`src/rtl/vend_pkg.sv`:
```
// Shared types and widths for the vending lane controller.
package vend_pkg;

  localparam int unsigned CREDIT_W = 4;
  localparam int unsigned LANE_W   = 2;
  localparam int unsigned NUM_LANE = 4;
  localparam int unsigned TMR_W    = 8;

  typedef enum logic [1:0] {
    ST_IDLE     = 2'd0,
    ST_DISPENSE = 2'd1,
    ST_CHANGE   = 2'd2
  } state_e;

  typedef logic [NUM_LANE-1:0][CREDIT_W-1:0] price_tbl_t;

  function automatic logic [CREDIT_W-1:0] lane_price(input price_tbl_t tbl,
                                                     input logic [LANE_W-1:0] lane);
    return tbl[lane];
  endfunction

endpackage

```
`src/rtl/vend_change_pacer.sv`:
```
// Paces half-dollar payouts: fires on the first enabled cycle after load, then every CHANGE_GAP cycles.
module vend_change_pacer
  import vend_pkg::*;
#(
  parameter int unsigned CHANGE_GAP = 4
) (
  input  logic                i_clk,
  input  logic                i_reset,
  input  logic                i_load,
  input  logic                i_en,
  input  logic [CREDIT_W-1:0] i_count,
  output logic                o_fire_c,
  output logic                o_done_c
);

  localparam int unsigned GAP_W = $clog2(CHANGE_GAP);

  logic [GAP_W-1:0] r_gap;

  always_ff @(posedge i_clk) begin
    if (i_reset) begin
      r_gap <= '0;
    end else if (i_load) begin
      r_gap <= '0;
    end else if (i_en) begin
      if (r_gap == '0) r_gap <= GAP_W'(CHANGE_GAP - 1);
      else             r_gap <= r_gap - GAP_W'(1);
    end
  end

  assign o_fire_c = i_en && (r_gap == '0);
  // The last coin is the one paid while a single unit remains.
  assign o_done_c = o_fire_c && (i_count == CREDIT_W'(1));

endmodule

```
`src/rtl/vend_lane_ctrl.sv`:
```
// Vending controller: credit accounting, lane motor sequencing with jam timeout, and change payout.
module vend_lane_ctrl
  import vend_pkg::*;
#(
  parameter int unsigned PRICE0     = 3,
  parameter int unsigned PRICE1     = 4,
  parameter int unsigned PRICE2     = 5,
  parameter int unsigned PRICE3     = 6,
  parameter int unsigned MAX_CREDIT = 10,
  parameter int unsigned MOTOR_TMO  = 255,
  parameter int unsigned CHANGE_GAP = 4
) (
  input  logic                i_clk,
  input  logic                i_reset,
  input  logic                i_half_dollar,
  input  logic                i_one_dollar,
  input  logic                i_sel_valid,
  input  logic [LANE_W-1:0]   i_sel,
  input  logic                i_cancel,
  input  logic                i_motor_done,
  output logic                o_coin_reject,
  output logic                o_no_funds,
  output logic                o_collect,
  output logic                o_motor_on,
  output logic [LANE_W-1:0]   o_motor_lane,
  output logic                o_dispense,
  output logic                o_jam,
  output logic                o_half_out,
  output logic [CREDIT_W-1:0] o_credit,
  output logic                o_busy
);

  localparam int unsigned SUM_W = CREDIT_W + 1;
  localparam price_tbl_t PRICES = {CREDIT_W'(PRICE3), CREDIT_W'(PRICE2),
                                   CREDIT_W'(PRICE1), CREDIT_W'(PRICE0)};

  state_e              r_state, w_nx_state;
  logic [CREDIT_W-1:0] r_credit, w_nx_credit;
  logic [LANE_W-1:0]   r_lane, w_nx_lane;
  logic [TMR_W-1:0]    r_timer, w_nx_timer;
  logic r_coin_reject, r_no_funds, r_collect, r_motor_on, r_dispense, r_jam, r_half_out, r_busy;
  logic w_coin_reject, w_no_funds, w_collect, w_dispense, w_jam, w_half_out;
  logic w_load, w_fire, w_done, w_in_change, w_coin;
  logic [SUM_W-1:0]    w_sum;
  logic [CREDIT_W-1:0] w_sel_price;

  assign w_in_change = (r_state == ST_CHANGE);
  assign w_coin      = i_half_dollar | i_one_dollar;
  // {one, half} read as a 2-bit number is exactly half + 2*one.
  assign w_sum       = {1'b0, r_credit} + SUM_W'({i_one_dollar, i_half_dollar});
  assign w_sel_price = lane_price(PRICES, i_sel);

  vend_change_pacer #(
    .CHANGE_GAP (CHANGE_GAP)
  ) u_pacer (
    .i_clk    (i_clk),
    .i_reset  (i_reset),
    .i_load   (w_load),
    .i_en     (w_in_change),
    .i_count  (r_credit),
    .o_fire_c (w_fire),
    .o_done_c (w_done)
  );

  always_ff @(posedge i_clk) begin
    if (i_reset) begin
      r_state       <= ST_IDLE;
      r_credit      <= '0;
      r_lane        <= '0;
      r_timer       <= '0;
      r_coin_reject <= 1'b0;
      r_no_funds    <= 1'b0;
      r_collect     <= 1'b0;
      r_motor_on    <= 1'b0;
      r_dispense    <= 1'b0;
      r_jam         <= 1'b0;
      r_half_out    <= 1'b0;
      r_busy        <= 1'b0;
    end else begin
      r_state       <= w_nx_state;
      r_credit      <= w_nx_credit;
      r_lane        <= w_nx_lane;
      r_timer       <= w_nx_timer;
      r_coin_reject <= w_coin_reject;
      r_no_funds    <= w_no_funds;
      r_collect     <= w_collect;
      r_motor_on    <= (w_nx_state == ST_DISPENSE);
      r_dispense    <= w_dispense;
      r_jam         <= w_jam;
      r_half_out    <= w_half_out;
      r_busy        <= (w_nx_state != ST_IDLE);
    end
  end

  // Next-state, credit and pulse decode.
  always_comb begin
    w_nx_state    = r_state;
    w_nx_credit   = r_credit;
    w_nx_lane     = r_lane;
    w_nx_timer    = r_timer;
    w_coin_reject = 1'b0;
    w_no_funds    = 1'b0;
    w_collect     = 1'b0;
    w_dispense    = 1'b0;
    w_jam         = 1'b0;
    w_half_out    = 1'b0;
    w_load        = 1'b0;
    case (r_state)
      ST_IDLE: begin
        if (i_cancel && (r_credit != '0)) begin
          w_nx_state    = ST_CHANGE;
          w_load        = 1'b1;
          w_coin_reject = w_coin;
        end else if (i_sel_valid && (r_credit >= w_sel_price)) begin
          w_nx_credit   = r_credit - w_sel_price;
          w_nx_lane     = i_sel;
          w_nx_timer    = '0;
          w_collect     = 1'b1;
          w_nx_state    = ST_DISPENSE;
          w_coin_reject = w_coin;
        end else begin
          w_no_funds = i_sel_valid;
          if (w_coin) begin
            if (w_sum <= SUM_W'(MAX_CREDIT)) w_nx_credit   = w_sum[CREDIT_W-1:0];
            else                             w_coin_reject = 1'b1;
          end
        end
      end
      ST_DISPENSE: begin
        w_coin_reject = w_coin;
        if (i_motor_done) begin
          w_dispense = 1'b1;
          w_nx_lane  = '0;
          if (r_credit != '0) begin
            w_nx_state = ST_CHANGE;
            w_load     = 1'b1;
          end else begin
            w_nx_state = ST_IDLE;
          end
        end else if (r_timer == TMR_W'(MOTOR_TMO - 1)) begin
          w_jam       = 1'b1;
          w_nx_credit = r_credit + lane_price(PRICES, r_lane);
          w_nx_lane   = '0;
          w_nx_state  = ST_CHANGE;
          w_load      = 1'b1;
        end else begin
          w_nx_timer = r_timer + TMR_W'(1);
        end
      end
      ST_CHANGE: begin
        w_coin_reject = w_coin;
        if (w_fire) begin
          w_half_out  = 1'b1;
          w_nx_credit = r_credit - CREDIT_W'(1);
          if (w_done) w_nx_state = ST_IDLE;
        end
      end
      default: w_nx_state = ST_IDLE;
    endcase
  end

  assign o_coin_reject = r_coin_reject;
  assign o_no_funds    = r_no_funds;
  assign o_collect     = r_collect;
  assign o_motor_on    = r_motor_on;
  assign o_motor_lane  = r_lane;
  assign o_dispense    = r_dispense;
  assign o_jam         = r_jam;
  assign o_half_out    = r_half_out;
  assign o_credit      = r_credit;
  assign o_busy        = r_busy;

endmodule

```
`config.mk`:
```
export PLATFORM = sky130hd
export DESIGN_NAME = vend_lane_ctrl
export DESIGN_NICKNAME = d
export VERILOG_FILES = /design/src/rtl/vend_pkg.sv /design/src/rtl/vend_change_pacer.sv /design/src/rtl/vend_lane_ctrl.sv
export SDC_FILE = /design/constraint.sdc
export NUM_CORES = 1
export LEC_CHECK = 0
export CAP_MARGIN = 10
export CORE_UTILIZATION = 59
export CTS_CLUSTER_DIAMETER = 120
export DETAILED_ROUTE_END_ITERATION = 12
export GPL_TIMING_DRIVEN = 1
export MAX_ROUTING_LAYER = met4
export PLACE_DENSITY_LB_ADDON = 0.25
export SLEW_MARGIN = 20
export SYNTH_ARGS = -nofsm -noshare
export SYNTH_HDL_FRONTEND = slang
export SYNTH_HIERARCHICAL = 1
export SYNTH_SLANG_ARGS = --single-unit
```
`constraint.sdc`:
```
create_clock -name i_clk -period 5.25 [get_ports i_clk]
set_input_delay 0.525 -clock i_clk [delete_from_list [all_inputs] [get_ports i_clk]]
set_output_delay 0.525 -clock i_clk [all_outputs]
set_load 0.01 [all_outputs]
```
# Word level (Yosys, flattened, before mapping)
# Index checks and enable logic that the tools add are counted.
# classes
addsub	6
order_cmp	4
eq_ne	14
mux	44
n_bitwise	4
n_reduce_logical	20
# op_table
op	n
$mux 4	9
$mux 8	4
$mux 2	12
$bmux 4 s2	2
$pmux 8 s2	1
$ne 2x2->1 const B	6
$pmux 4 s3	1
$mux 1	11
$ne 3x3->1 const B	3
$add 8x1->8 const B	1
$eq 8x8->1 const B	1
$reduce_or 2->1	4
$reduce_and 7->1	1
$lt 2x3->1 const B	2
$pmux 2 s3	1
$reduce_or 3->1	2
$add 4x2->5	1
$le 5x4->1 const B	1
$reduce_and 5->1	1
$add 4x4->4	1
$eq 2x1->1 const B	2
$eq 4x1->1 const B	1
$ge 4x4->1	1
$logic_and 1x1->1	4
14 further kinds	19
# totals
register_bits	26
input_bits	9
out_inout_bits	14
word_cells	105

# Depth between registers and ports, before layout
# Gate-level depths: netlist (run 1).
# logic_depth
word_depth	8
ltp_mapped	11
mapped_depth_nobuf	11

# Modules after synthesis
# The synthesis (run 1) kept the hierarchy.
# modules_own_cells
mod	instances	cells_each	area_each_um2	seq_area_each_um2
vend_lane_ctrl	1	199	1706.6	480.5
vend_change_pacer	1	13	115.1	40.0

# Least setup slack after synthesis (run 1)
# No wires, ideal clock.
# synth_path
path_type	input to register
start	input port i_sel[0]
end	register r_timer[5]
setup_time_ns	0.128
t_arrival_ns	2.465
t_required_ns	5.122
slack_ns	2.657
path_stages	9
n_path_buf	0
path_cell_list	inv_1 -> ha_1 -> fa_1 -> a211o_1 -> o2111ai_2 -> a2bb2oi_2 -> and3_1 -> xnor2_1 -> nor2_1
# synth_via
elab_chain_cells	6
# synth_rtl
element	line_no	source
from (decl)	vend_lane_ctrl.sv:18	input logic [LANE_W-1:0] i_sel,
$bmux 4 s2	vend_pkg.sv:19	return tbl[lane];
$mux 4 (implied by the code)	vend_pkg.sv:19	
$ge 4x4->1	vend_lane_ctrl.sv:114	end else if (i_sel_valid && (r_credit >= w_sel_price)) begin
$logic_and 1x1->1	vend_lane_ctrl.sv:114	
$ne 2x2->1 (no line)	--	
$reduce_and 5->1 (no line)	--	
to (signal assigned)	vend_lane_ctrl.sv:83	r_timer <= w_nx_timer;
to (decl)	vend_lane_ctrl.sv:40	logic [TMR_W-1:0] r_timer, w_nx_timer;
# No other way between the ends. The select of a mux whose other input is x is not followed.
# A chain may end at the register's enable or synchronous reset.

# Final worst setup path (run 1)
# Ends and elaborated chain as after synthesis.

==> flow_summary.toml, run 1 <==
[run_status]
status = "finished, violations left"
violations = "design-rule violations"

[clock_tree]
numCtsBuffers = 3
clkLatencyLatePin_ns = 0.34
cts_tree = "done"
cts_setup_buffers = 0
clk_pin_slew_ns = 0.14
clockBufferDepth = 2
ctsResizeCount = 0
clkSinkCount = 26
cts-root-buf = "clkbuf_4"
cts_htree_levels = 1
hold_buffers = 0

[sta]
period_minus_slack_ns = 2.90
setup_violations = 0
worst_slew_pin_slew_ns = 0.685
maxSlewViolCount = 0
finalHoldViolations = 0
holdWs_ns = 0.509
fin_tns_setup_ns = 0
relSlewSlack_pct = 54.2
period_share_pct = 55.2
rsz0062_at_grt = "no"
fmax_ghz = 0.345
setup_slack_ns = 2.35
fin_skew_ns = 0.00810

[place]
dp_hpwl_mm = 3.29
io_buffers = 22
place_congestion = 0.948
place_area_um2 = 2070
preCtsSetupSlack_ns = 1.98

[drt]
via_per_inst = 6.26
dr_total_vias = 1665
drtAntennaViolNets = 0
wire_per_inst_um = 15.9
routed_wl_mm = 4.24
firstDrtPassIters = 9
drt_iter0_drc = 79
drcViolationCount = 3

[die]
chipWidth_um = 57.6
start_util_pct = 64.4
rows = 19
dieArea_um2 = 3310
core_area_um2 = 2830
io_pins = 23
die_h_um = 57.6

[worst_setup_path]
r2r_cells = 8
crit_required_ns = 5.48
worstSetupStartpointType = "input port"
critPathMaxFanout = 9
endpoint_kind = "flop"
critPathKind = "input port to flop"
cp.arrival_ns = 3.13

[synth]
syn_area_per_cell_um2 = 8.59
synth_most_common_cell = "dfxtp_1"
synth_edf_count = 0
synth-seq-cells = 26
netlist_instances = 212
yosys_warnings = 6
syn-cell-area_um2 = 1820
synth_top_area_share_pct = 28.6
ys.flop_type = "dfxtp_1"
yosys-top-cells-count = "dfxtp_1, inv_1, nor2_1"
synth_area_leaders = "dfxtp_1, ha_1, inv_1"
syn_nets = 245
synth_cell_types = 55
async_flop_share_pct = 0
yosys.area.top_type = "dfxtp_1"
yosysSeqAreaShare_pct = 28.6

[power_and_ir_drop]
fin_total_pwr_w = 0.00111
peakVddDrop_mv = 0.350
power_density_nw_per_um2 = 522
power.leakage_nw = 0.906

[final_layout]
antenna_cells = 0
fill_cells = 233
multi_input_area_um2 = 1200
layout-drive-gt1-share_pct = 7.23
fin_area_um2 = 2120
area_growth_pct = 16.5
nets = 269
regArea_um2 = 520

[worst_hold_path]
hold_class = "flop to flop"
holdPathStages = 2

[grt]
grt_max_degree = 17
grt_pass1_vias = 1609
grt_pass1_wl_mm = 7.25
grt_overflow_total = 0
grt.total_usage_pct = 29.2
antenna_found_initial = 0

[flow_run]
max_cap_viol_count = 0
==> cells by family after synthesis <==
| group | synth area share (%) |
|---|---|
| AND/OR/NAND/NOR | 22.5 |
| AO/OA/AOI/OAI | 20.0 |
| buffers and inverters | 5.36 |
| flip-flops | 28.6 |
| adder cells (fa/ha/maj) | 17.7 |
| XOR/XNOR | 5.29 |
| multiplexers | 0.549 |
==> final cells by class <==
| class | count | share of cell area, % |
|---|---|---|
| Multi-Input combinational cell | 160 | 56.7 |
| Sequential cell | 26 | 24.5 |
| Timing Repair Buffer | 22 | 10.4 |
| Inverter | 23 | 4.07 |
| Tap cell | 31 | 1.83 |
| Clock inverter | 1 | 1.42 |
| Clock buffer | 3 | 1.06 |
==> per-stage QoR <==
stage,std cells,utilization (%)
after CTS,266,75.0
after global placement,262,73.2
after floorplan,212,-
after global routing,266,75.0
after detailed placement,262,73.2
final,266,75.0
==> power by group <==
part           total, W  switching, W  internal, W
logic          0.000664      0.000362     0.000302
clock network  0.000142     0.0000648    0.0000773
registers      0.000301     0.0000631     0.000238
total           0.00111      0.000490     0.000617
==> final timing paths <==
check                        start          endpoint  slack (ns)
setup / recovery          i_sel[0]        r_timer[5]        2.35
hold / removal    u_pacer/r_gap[0]  u_pacer/r_gap[0]        0.51
setup reg to reg       o_credit[1]       o_credit[0]        2.41
hold reg to reg   u_pacer/r_gap[0]  u_pacer/r_gap[0]        0.51
==> placed cells by master (no fill, tap or decap), types with 4 or more instances in the layout <==
cell / count
dfxtp_1: 26
inv_1: 23
nor2_1: 23
clkdlybuf4s50_1: 22
ha_1: 21
nand2_1: 16
a21oi_1: 9
nand3_1: 6
o21ai_0: 6
xor2_1: 6
xnor2_1: 5
and3_1: 4
nor4_1: 4
==> state kept, by name (all words and copies together) (netlist names), 2 cells and up <==
| signal | count |
|---|---|
| r_timer | 8 |
| o_credit | 4 |
| o_motor_lane | 2 |
| r_state | 2 |
| u_pacer/r_gap | 2 |
==> per-layer routing <==
layer  up-vias  track usage [%]  part of all wire [%]
met4         0             11.8                   2.5
met2        70             47.3                    45
met1       775             37.0                    45
met3        16             3.17                   6.9
li1        804                -                     -
met5         -                -                     0
==> critical path, cell delays in order <==
cell and delay [ns]:
clkdlybuf4s50_1 0.45, inv_1 0.07, ha_1 0.34, fa_1 0.46, a211o_1 0.33, o2111ai_2 0.34, a2bb2oi_2 0.19, and3_1 0.22
xnor2_1 0.15, nor2_1 0.05
No activity file was read; power rests on OpenSTA's default activity.
==> run 2: changes to the inputs <==
--- a/config.mk
+++ b/config.mk
@@ -6,7 +6,7 @@
 export NUM_CORES = 1
 export LEC_CHECK = 0
 export CAP_MARGIN = 10
-export CORE_UTILIZATION = 59
+export CORE_UTILIZATION = 50
 export CTS_CLUSTER_DIAMETER = 120
 export DETAILED_ROUTE_END_ITERATION = 12
 export GPL_TIMING_DRIVEN = 1
==> constraint.sdc (replaced) <==
create_clock -name i_clk -period 2.6 [get_ports i_clk]
set_input_delay 0.26 -clock i_clk [delete_from_list [all_inputs] [get_ports i_clk]]
set_output_delay 0.26 -clock i_clk [all_outputs]
set_load 0.01 [all_outputs]
==> run 2 against run 1 <==
Clock power up 100%. Largest power group unchanged. First-iteration DRC count rose by 76%. Die area up 17%. Sequential cell count is the same. Sequential share of layout area down 1.7 points. Register-to-register slack worse by 2.3 ns. Critical path depth unchanged. The run now ends clean. Largest cell class unchanged.
==> flow_summary.toml, run 2 (same netlist as run 1, synthesis figures left out) <==
[final_layout]
final_common_cell = "dfxtp_1"
post-route-util_pct = 66.8
antenna_cells = 0
area_growth_pct = 25.3
largest_register = "r_timer"
layout-drive-gt1-share_pct = 14.6
layout_common_cells = "dfxtp_1, inv_1, nor2_1, clkdlybuf4s50_1, ha_1"
largest_reg_flops = 8
nets = 287

[die]
start_util_pct = 53.3
die_h_um = 62.4
rows = 21
io_pins = 23
core_area_um2 = 3420
chipWidth_um = 62.4
dieArea_um2 = 3890

[sta]
fin_tns_setup_ns = 0
setup_violations = 0
worst_slew_pin_slew_ns = 0.447
finalHoldViolations = 0
relSlewSlack_pct = 70.0
period_minus_slack_ns = 2.52
period_share_pct = 97.0
maxSlewViolCount = 0
fin_skew_ns = 0.0110
fmax_ghz = 0.397

[clock_tree]
clockBufferDepth = 2
cts-root-buf = "clkbuf_4"
clk_pin_slew_ns = 0.16
hold_buffers = 0
numCtsBuffers = 3
clkLatencyLatePin_ns = 0.33
clkSinkCount = 26
cts_tree = "done"
cts_htree_levels = 1

[worst_setup_path]
r2r_slack_ns = 0.15
critPathKind = "input port to flop"
endpoint_kind = "flop"
critPathBufInv = 2
path_cells = "clkdlybuf4s50_1 > inv_1 > ha_1 > fa_1 > a211oi_2 > a21boi_1 > and3b_1 > or3_1 > a21oi_1 > a31o_1"
timing.rr.end = "o_credit[3]"
r2r_start = "o_credit[0]"
crit_required_ns = 2.89
worstSetupStartpointType = "input port"
cp_top_family = "adder cells"
worst_path_max_delay_cell = "fa_1"
r2r_cells = 10
critPathMaxFanout = 4
cp.arrival_ns = 2.81
max_stage_delay_ns = 0.48

[grt]
grt_pass1_wl_mm = 7.47
grt_overflow_total = 0
top_usage_layer = "met2"
grt_pass1_vias = 1639
grt.total_usage_pct = 24.4
antenna_found_initial = 0
use_met1_pct = 32.5
grt_use_met2_pct = 38.6
grt_util_met3_pct = 2.76
grt_max_degree = 16

[place]
io_buffers = 22
dp_hpwl_mm = 3.17
place_congestion = 0.876

[drt]
firstDrtPassIters = 8
dr_total_vias = 1675
drtAntennaViolNets = 0
wire_per_inst_um = 14.0
via_per_inst = 5.60
drt_iter0_drc = 139
routed_wl_mm = 4.19
drcViolationCount = 0

[worst_hold_path]
min_to = "o_jam"
holdPathStages = 2
hold_class = "flop to flop"
hp-start = "r_timer[7]"

[flow_run]
max_cap_viol_count = 0

[run_status]
status = "complete, no violations"

[power_and_ir_drop]
power.leakage_nw = 0.999
peakVddDrop_mv = 0.551
power_density_nw_per_um2 = 1040
-- run 2: changes by cell type in the layout (fill, tap and decap cells not counted) --
cell | previous run | this run
dfxtp_2 | 0 | 1
o311ai_1 | 0 | 1
a211oi_2 | 1 | 2
o311ai_0 | 1 | 0
dfxtp_1 | 26 | 25
a211oi_1 | 1 | 0
buf_4 | 0 | 18
-- run 2: worst min-delay path: stages (launching register included) --
cell and delay, ns:
dfxtp_1 0.37, nand3_1 0.08, nor4_1 0.04
-- run 2: final cells by class --
type                    count  area, um^2
well taps                  46        57.6
clock buffers               3        22.5
flip-flops and latches     26         522
clock inverters             1        30.0
multi-input cells         160        1210
repair buffers             40         355
inverters                  23        86.3
fillers                   280        1130
-- run 2: metal layers --
metal / part of all wire [%] / routed length (um) / up-vias
met4: 2.1 / 89 / 0
li1: - / - / 834
met2: 46 / 1920 / 64
met1: 46 / 1930 / 764
met5: 0 / 0 / -
met3: 6.2 / 259 / 13
-- run 2: how the worst max path moves through the flow --
| stage | startpoint | end | slack [ns] | cells after the start |
|---|---|---|---|---|
| after global routing | i_sel[0] | o_credit[3] | -0.01 | 10 |
| after floorplan | o_credit[1] | o_credit[3] | 0.17 | 7 |
| after detailed placement | i_sel[0] | o_credit[3] | -0.28 | 10 |
| final | i_sel[0] | o_credit[3] | 0.08 | 10 |
| after CTS | i_sel[0] | o_credit[3] | 0.08 | 10 |
| after global placement | i_sel[0] | o_credit[3] | -0.21 | 10 |
-- run 2: per-stage QoR --
stage	hold WS [ns]	instances	worst slack [ns]	instance area [um^2]	power, W
2_1_floorplan	0.337	212	0.170	1820	0.00156
3_3_place_gp	0.479	295	-0.211	2220	0.00202
3_5_place_dp	0.486	295	-0.277	2220	0.00205
4_1_cts	0.499	299	0.0760	2280	0.00235
5_1_grt	0.540	299	-0.0125	2280	0.00257
6_report	0.494	299	0.0780	2280	0.00237
-- run 2: where the power goes --
| group | internal (W) | leakage (nW) | total [W] | switching (W) |
|---|---|---|---|---|
| clock network | 0.000156 | 0.0279 | 0.000286 | 0.000130 |
| registers | 0.000481 | 0.212 | 0.000559 | 0.0000781 |
| logic | 0.000719 | 0.759 | 0.00153 | 0.000808 |
| total | 0.00136 | 0.999 | 0.00237 | 0.00102 |
-- run 2: repair_timing --
action	CTS	global route
setup buffers	0	0
resized for setup	0	3
setup endpoints to repair	0	4
==> run 3: changes to the inputs <==
--- a/config.mk
+++ b/config.mk
@@ -5,10 +5,12 @@
 export SDC_FILE = /design/constraint.sdc
 export NUM_CORES = 1
 export LEC_CHECK = 0
+export ABC_AREA = 1
 export CAP_MARGIN = 10
-export CORE_UTILIZATION = 50
+export CORE_UTILIZATION = 51
 export CTS_CLUSTER_DIAMETER = 120
 export DETAILED_ROUTE_END_ITERATION = 12
+export GPL_ROUTABILITY_DRIVEN = 0
 export GPL_TIMING_DRIVEN = 1
 export MAX_ROUTING_LAYER = met4
 export PLACE_DENSITY_LB_ADDON = 0.25
==> run 3 against run 2 <==
Highest routed layer unchanged. Synthesized area increased by 15%. Largest power group unchanged. Worst hold slack improved by 0.0013 ns. Cell count increased by 22%. Core utilization decreased by 3.2 points. Synthesized cell count increased by 38%. Non-clock buffer count decreased by 14. Fmax increased by 9.4%.
==> flow_summary.toml, run 3 <==
[clock_tree]
cts_htree_levels = 1
clockBufferDepth = 2
numCtsBuffers = 3
clk_pin_slew_ns = 0.09
cts_tree = "done"
clkLatencyLatePin_ns = 0.28
cts-root-buf = "clkbuf_8"
hold_buffers = 0
clkSinkCount = 26

[drt]
firstDrtPassIters = 4
via_per_inst = 5.04
drt_iter0_drc = 97
routed_wl_mm = 4.31
drcViolationCount = 0
drtAntennaViolNets = 0
wire_per_inst_um = 11.8
dr_total_vias = 1841

[flow_run]
max_cap_viol_count = 0

[worst_setup_path]
crit_required_ns = 2.81
cp.arrival_ns = 2.52
critPathMaxFanout = 12
endpoint_kind = "flop"
critPathKind = "input port to flop"
worstSetupStartpointType = "input port"

[final_layout]
largest_reg_flops = 8
regArea_um2 = 520
multi_input_area_um2 = 1360
finalNonFillerCells = 365
fill_cells = 356
antenna_cells = 0
final_common_cell = "nand2_1"
layout_common_cells = "nand2_1, inv_1, nor2_1, dfxtp_1, nand3_1"
area_growth_pct = 15.3
nets = 351
post-route-util_pct = 63.6
layout-drive-gt1-share_pct = 13.9
fin_area_um2 = 2420
largest_register = "r_timer"

[sta]
setup_violations = 0
period_minus_slack_ns = 2.31
fmax_ghz = 0.434
fin_tns_setup_ns = 0
fin_skew_ns = 0.00529
rsz0062_at_grt = "no"
finalHoldViolations = 0
period_share_pct = 88.7
holdWs_ns = 0.496
worst_slew_pin_slew_ns = 0.457
relSlewSlack_pct = 69.5
maxSlewViolCount = 0

[power_and_ir_drop]
p_clk_share_pct = 10.3
p_int_w = 0.00131
power_density_nw_per_um2 = 1070
power.leakage_nw = 1.11
p_comb_share_pct = 66.8
peakVddDrop_mv = 0.683
seqPwrFrac_pct = 22.9
switching_power_w = 0.00129
swShare_pct = 49.6

[grt]
grt.total_usage_pct = 22.1
grt_pass1_wl_mm = 7.25
grt_pass1_vias = 1646
grt_max_degree = 15
grt_overflow_total = 0
antenna_found_initial = 0

[die]
chipWidth_um = 66.1
die_h_um = 66.1
rows = 22
start_util_pct = 55.2
core_area_um2 = 3800
dieArea_um2 = 4370
io_pins = 23

[place]
placed_cells = 361
dp_hpwl_mm = 3.42
place_area_um2 = 2360
io_buffers = 22

[synth]
ys.flop_type = "dfxtp_1"
synth_top_area_share_pct = 24.8
yosys_warnings = 6
synth_area_leaders = "dfxtp_1, nand2_1, ha_1"
yosysSeqAreaShare_pct = 24.8
syn_area_per_cell_um2 = 7.18
synth_edf_count = 0
yosys.area.top_type = "dfxtp_1"
async_flop_share_pct = 0
synth_cell_types = 32
synth_most_common_cell = "nand2_1"
netlist_instances = 292
syn_nets = 325
yosys-top-cells-count = "nand2_1, inv_1, nor2_1"
syn-cell-area_um2 = 2100
synth-seq-cells = 26

[run_status]
status = "complete, no violations"

[worst_hold_path]
hold_class = "flop to flop"
-- run 3: path summary, 6_finish.rpt --
kind | from | end | slack [ns] | cells past startpoint
setup reg to reg | o_motor_lane[0] | o_credit[3] | 0.35 | 14
hold / removal | u_pacer/r_gap[1] | u_pacer/r_gap[1] | 0.50 | 2
hold reg to reg | u_pacer/r_gap[1] | u_pacer/r_gap[1] | 0.50 | 2
setup / recovery | i_sel[0] | r_timer[7] | 0.29 | 13
-- run 3: per-layer routing --
layer	track usage, %	wire [um]	vias to the layer above
li1	-	-	977
met4	6.12	65	0
met3	3.45	156	8
met1	29.8	2240	823
met5	-	0	-
met2	34.2	1850	33
-- run 3: logic make-up (layout without fill, tap and decap cells) --
family          after synthesis  after routing  synth area share [%]
compound gates               27             27                  8.54
xor+xnor                      9              9                  3.76
fa+ha+maj                    24             24                  15.4
buf+inv                      50             75                  10.6
flops                        26             26                  24.8
simple gates                156            156                  36.9
-- run 3: final cells by class --
type	instances	area share, %
Tap cell	48	2.49
Clock buffer	4	2.28
Timing Repair Buffer	26	10.4
Sequential cell	26	21.5
Inverter	45	7.09
Multi-Input combinational cell	216	56.2
-- run 3: critical path, cell delays in order --
cell             delay, ns
clkdlybuf4s50_1       0.50
inv_1                 0.08
ha_1                  0.33
fa_1                  0.44
nand2_1               0.10
nand3_2               0.11
nand2_4               0.11
nand2_4               0.07
inv_4                 0.09
nor2_8                0.06
nand2_2               0.15
nand2_1               0.08
a21oi_1               0.13
-- run 3: through the flow --
stage | power, W | worst slack, ns
after CTS | 0.00260 | 0.239
final | 0.00259 | 0.294
after global routing | 0.00285 | 0.100
after floorplan | 0.00195 | 0.460
after global placement | 0.00230 | 0.0785
after detailed placement | 0.00231 | 0.00475
-- run 3: power groups by stage --
stage	registers (W)	clock network (W)	logic [W]
2_1_floorplan	0.000596	0	0.00136
4_1_cts	0.000596	0.000274	0.00173
3_5_place_dp	0.000605	0	0.00171
5_1_grt	0.000612	0.000295	0.00194
3_3_place_gp	0.000607	0	0.00169
6_report	0.000594	0.000268	0.00173
-- run 3: repair_timing --
item	4_1_cts	5_1_grt
setup buffers	0	0
resized for setup	0	1
setup endpoints to repair	0	1
